## src/rtl/clk_ratio_monitor.sv

```systemverilog
// clk_ratio_monitor: checks PPU/CPU toggle intervals against expected clk_hdmi ratios.
// Defining CLK_MON_PHASE_EN builds the PPU pixel phase counter; otherwise ppu_phase is 0.
module clk_ratio_monitor #(
  parameter int PPU_DIV = 5,
  parameter int CPU_DIV = 15,
  parameter int TOL = 0,
  parameter int LOCK_N = 8,
  parameter int TIMEOUT = 63
) (
  input  logic        clk_hdmi,
  input  logic        rst,
  input  logic        mmcm_locked,
  input  logic        ppu_tog,
  input  logic        cpu_tog,
  input  logic        err_clr,
  output logic        locked,
  output logic [7:0]  ppu_period,
  output logic [7:0]  cpu_period,
  output logic [15:0] err_count,
  output logic        err_flag,
  output logic [2:0]  ppu_phase
);
  localparam int GW = $clog2(LOCK_N + 1);
  localparam int DIV [2] = '{PPU_DIV, CPU_DIV};
  typedef enum logic [1:0] {WAIT, ACQUIRE, LOCKED} state_t;
  state_t state, state_next;
  logic [1:0] tog, s1, s2, s3, evt, has_ref, meas, good, tmo, bad;
  logic [7:0] cnt [2];
  logic [7:0] period [2];
  logic [GW-1:0] gcnt [2];
  logic [GW-1:0] gcnt_next [2];
  logic active;
  logic [1:0] nerr;
  logic [16:0] err_sum;
  logic [15:0] err_next;
  assign tog = {cpu_tog, ppu_tog};
  assign ppu_period = period[0];
  assign cpu_period = period[1];
  always_comb begin
    evt = s2 ^ s3;
    active = state != WAIT;
    for (int i = 0; i < 2; i++) begin
      meas[i] = active && evt[i] && has_ref[i];
      good[i] = meas[i] && (int'(cnt[i]) - DIV[i] <= TOL) && (DIV[i] - int'(cnt[i]) <= TOL);
      tmo[i] = active && has_ref[i] && !evt[i] && cnt[i] == 8'(TIMEOUT);
      bad[i] = (meas[i] && !good[i]) || tmo[i];
      gcnt_next[i] = (!active || bad[i]) ? '0
                   : (good[i] && gcnt[i] != GW'(LOCK_N)) ? gcnt[i] + GW'(1) : gcnt[i];
    end
    nerr = {1'b0, bad[0]} + {1'b0, bad[1]};
    err_sum = {1'b0, err_count} + 17'(nerr);
    err_next = err_clr ? 16'(nerr) : err_sum[16] ? 16'hFFFF : err_sum[15:0];
    // mmcm loss outranks every other transition
    state_next = state == WAIT ? (mmcm_locked ? ACQUIRE : WAIT)
               : !mmcm_locked ? WAIT
               : (state == ACQUIRE && gcnt_next[0] == GW'(LOCK_N) && gcnt_next[1] == GW'(LOCK_N)) ? LOCKED
               : (state == LOCKED && |bad) ? ACQUIRE : state;
  end
  always_ff @(posedge clk_hdmi) begin
    if (rst) begin
      state <= WAIT;
      locked <= 1'b0;
      {s1, s2, s3, has_ref} <= '0;
      err_count <= '0;
      err_flag <= 1'b0;
      for (int i = 0; i < 2; i++) begin
        cnt[i] <= '0;
        period[i] <= '0;
        gcnt[i] <= '0;
      end
    end else begin
      state <= state_next;
      locked <= state == LOCKED;
      s1 <= tog;
      s2 <= s1;
      s3 <= s2;
      err_count <= err_next;
      err_flag <= (err_flag && !err_clr) || |bad;
      for (int i = 0; i < 2; i++) begin
        gcnt[i] <= gcnt_next[i];
        has_ref[i] <= active && (has_ref[i] || evt[i]);
        cnt[i] <= !active ? 8'd0 : (evt[i] || tmo[i]) ? 8'd1 : cnt[i] == 8'hFF ? cnt[i] : cnt[i] + 8'd1;
        if (meas[i]) period[i] <= cnt[i];
        else if (tmo[i]) period[i] <= 8'(TIMEOUT);
      end
    end
  end
`ifdef CLK_MON_PHASE_EN
  logic [2:0] phase;
  always_ff @(posedge clk_hdmi) begin
    if (rst || !active || evt[0]) phase <= '0;
    else phase <= phase == 3'(PPU_DIV - 1) ? 3'd0 : phase + 3'd1;
  end
  assign ppu_phase = phase;
`else
  assign ppu_phase = 3'd0;
`endif
endmodule

```

## config.mk

```make
export PLATFORM = sky130hd
export DESIGN_NAME = clk_ratio_monitor
export DESIGN_NICKNAME = d
export VERILOG_FILES = /design/src/rtl/clk_ratio_monitor.sv
export SDC_FILE = /design/constraint.sdc
export NUM_CORES = 1
export LEC_CHECK = 0
export BUFFER_PORTS_ARGS = -buffer_cell sky130_fd_sc_hd__clkbuf_2
export CORE_ASPECT_RATIO = 0.8
export CORE_MARGIN = 4
export CORE_UTILIZATION = 54
export CTS_BUF_LIST = sky130_fd_sc_hd__clkbuf_4 sky130_fd_sc_hd__clkbuf_8
export CTS_CLUSTER_SIZE = 20
export DETAILED_ROUTE_END_ITERATION = 7
export HOLD_SLACK_MARGIN = 0.05
export PLACE_DENSITY = 0.78
export SYNTH_ARGS = -nofsm -noshare
export SYNTH_HDL_FRONTEND = slang
export SYNTH_SLANG_ARGS = --single-unit
```

## constraint.sdc

```tcl
create_clock -name clk_hdmi -period 3.6 [get_ports clk_hdmi]
set_input_delay 0.36 -clock clk_hdmi [delete_from_list [all_inputs] [get_ports clk_hdmi]]
set_output_delay 0.36 -clock clk_hdmi [all_outputs]
set_load 0.03 [all_outputs]
```

==> results.tsv <==
metric	value	unit
clk_pin_slew_worst_paths	0.08	ns
cts_buffer_depth	2	
grtUsageTotal	0.218	
maxUsedRoutingLayer	met4	
post-dp-hpwl	5290	um
dr_wl_met3	435	um
path_max_fanout	4	
status	finished clean	
fmax	290	MHz
power_density	359	nW/um2
yosysWarnings	0	
die_y	78.7	um
hold-path-endpoint	s1[1]$_SDFF_PP0_	
ys_seq_elements	68	
multi_input_area	1890	um2
max_stage_delay	0.46	ns
io_pins	43	
syn-cell-area	3370	um2
nets	466	
numCtsBuffers	9	
slew_headroom	0.615	
ant_nets	0	
crit_arrival	3.69	ns
finalWorstSetupSlack	0.149	ns
seq_area	1450	um2
setup_violations	0	
synth-edff-count	8	
wl	7630	um
insertion_delay	0.36	ns
post-route-drc-count	0	
finish.utilization	0.694	
firstDrtPassIters	4	
peakVddDrop	0.244	mV
syn_inst	375	
worstPathRequired	3.84	ns
area_growth_syn_to_layout	23.0	%
cts_tree	yes	
wire_per_inst	14.4	um
gp_congestion	0.858	
finClkSkew	0.00675	ns
drive_gt1_frac	0.263	
cts.sinks	68	
overflow	0	
crit_buf_inv	4	
grt_pass1_vias	2841	
antenna_found_initial	0	
reg2reg_to	err_count[12]$_SDFF_PP0_	
ys_seq_area_frac	0.428	
root_buffer	clkbuf_8	
r2r_slack	0.15	ns
period_needed	3.45	ns
drv_cap	0	
r2r-start	cnt[0][1]$_SDFFE_PP0P_	
grt_max_degree	27	
synthArstFlopShare	0	
path_cells	inv_4 > ha_4 > a21o_1 > or4b_1 > a21o_1 > nand2_1 > a21o_2 > inv_2 > ha_4 > ha_4 > inv_2 > fa_2 > nor3b_4 > nand3_2 > buf_4 > nor2_2 > and4_1 > nor3_1	
final_max_slew_viol_count	0	
first_iter_violations	125	
crit_family	simple AND/OR/NAND/NOR gates	
syn_avg_cell_area	8.99	um2
p_leak	1.66	nW
layout_common_cells	57 x dfxtp_1, 39 x nor2_1, 39 x clkbuf_2, 35 x nand2_1, 30 x buf_4	
hold-path-cell-count	2	
portBuffers	39	
fillCellCount	458	
holdCritStartpoint	cpu_tog	
grt_pass1_wl	13000	um
ctsHtreeMaxLevel	3	
ys_types	58	
m1WireLength	3460	um
die-area	7580	um2
antennaDiodeCount	0	
start_util	0.564	
reg2regPathDepth	18	
slowest_stage	or4b_1	
end_kind	flip-flop	
die_width	96.3	um
path_class	flip-flop to flip-flop	
hold_viol_final	0	
wl_met2	3590	um
pre_cts_ws	-0.138	ns
num_vias	2918	
synth_flop_cell	dfxtp_1	
final_common_cell	dfxtp_1	
core	5970	um2
cp_common_cell	ha_4	
hp-class	primary input to flip-flop	
fin_crit_sh	0.959	
routed_via_density	5.51	
rows	25	
worstSetupStartpointType	flip-flop	
tightest_slew	0.578	ns
worst register-to-register path, delay by kind of cell (launching register included):
family / cells / cell delay (ns)
compound gates: 3 / 0.48
flops: 1 / 0.38
simple gates: 7 / 1.25
fa+ha+maj: 4 / 0.90
buf+inv: 4 / 0.32
through the flow:
step / hold WS [ns] / power, mW / std cells / setup TNS (ns) / area, um2
final: 0.214 / 1.49 / 530 / 0 / 4150
after global routing: 0.212 / 1.54 / 530 / -0.0615 / 4150
after CTS: 0.197 / 1.50 / 526 / 0 / 4100
after detailed placement: 0.428 / 0.862 / 505 / -1.12 / 3780
after global placement: 0.418 / 0.860 / 505 / 0 / 3780
after floorplan: 0.414 / 0.845 / 377 / 0 / 3410
routing by layer:
metal | up-vias | global-route usage
li1 | 1438 | -
met1 | 1392 | 0.281
met2 | 73 | 0.344
met3 | 15 | 0.0642
met4 | 0 | 0.0756
met5 | - | 0
power by group:
group | internal, mW | switching, mW | leakage (nW)
logic | 0.0226 | 0.0442 | 0.996
clock network | 0.323 | 0.317 | 0.0958
registers | 0.774 | 0.00593 | 0.567
total | 1.12 | 0.367 | 1.66
repair_timing:
| action | in CTS | in global routing |
|---|---|---|
| endpoints found under the setup margin | 15 | 16 |
| resized for setup | 18 | 5 |
| hold buffers | 0 | 0 |
| buffers inserted | 5 | 4 |
| pin swaps | 12 | 7 |
cell usage after synthesis, types with 8 or more instances:
cell type | count | area, um2
xor2_1 | 10 | 87.6
a31oi_1 | 8 | 50.1
a21oi_1 | 23 | 115
nor2b_1 | 8 | 50.1
xnor2_1 | 16 | 140
ha_1 | 15 | 188
nor3_1 | 13 | 65.1
a211oi_1 | 9 | 67.6
dfxtp_1 | 60 | 1200
nand2_1 | 35 | 131
edfxtp_1 | 8 | 240
nor2_1 | 41 | 154
inv_1 | 17 | 63.8
nand3_1 | 16 | 80.1
cell families (layout without fill, tap and decap cells):
| group | after synthesis | after routing | synth area share |
|---|---|---|---|
| simple gates | 160 | 160 | 0.245 |
| flops | 68 | 68 | 0.428 |
| compound gates | 65 | 65 | 0.132 |
| buf+inv | 32 | 104 | 0.0446 |
| xor+xnor | 26 | 26 | 0.0676 |
| fa+ha+maj | 16 | 16 | 0.0616 |
| mux | 7 | 7 | 0.0208 |
| other cells | 1 | 3 | 0.00111 |
flip-flops by register name (all words and copies together), names as in the netlist, 2 cells and up:
signal,cells
err_count,16
cnt,16
s1,2
gcnt,8
s3,2
state,2
period,16
s2,2
has_ref,2
cell type report:
| cell class | instances | share of cell area |
|---|---|---|
| flip-flops and latches | 68 | 0.349 |
| repair buffers | 71 | 0.107 |
| well taps | 81 | 0.0244 |
| inverters | 17 | 0.0160 |
| clock buffers | 9 | 0.0299 |
| clock inverters | 7 | 0.0184 |
| multi-input cells | 277 | 0.455 |
worst max-delay path by stage:
stage                                           to                    from  cells past startpoint  slack, ns
after floorplan           err_count[11]$_SDFF_PP0_  cnt[0][1]$_SDFFE_PP0P_                     18       0.04
after global placement     err_count[9]$_SDFF_PP0_  cnt[0][1]$_SDFFE_PP0P_                     16       0.05
after detailed placement   err_count[1]$_SDFF_PP0_  cnt[0][1]$_SDFFE_PP0P_                     17      -0.14
after CTS                 err_count[15]$_SDFF_PP0_  cnt[0][1]$_SDFFE_PP0P_                     16      0.006
after global routing      err_count[10]$_SDFF_PP0_  cnt[0][1]$_SDFFE_PP0P_                     19      -0.03
final                     err_count[12]$_SDFF_PP0_  cnt[0][1]$_SDFFE_PP0P_                     18       0.15
(Power assumes the default switching activity.)
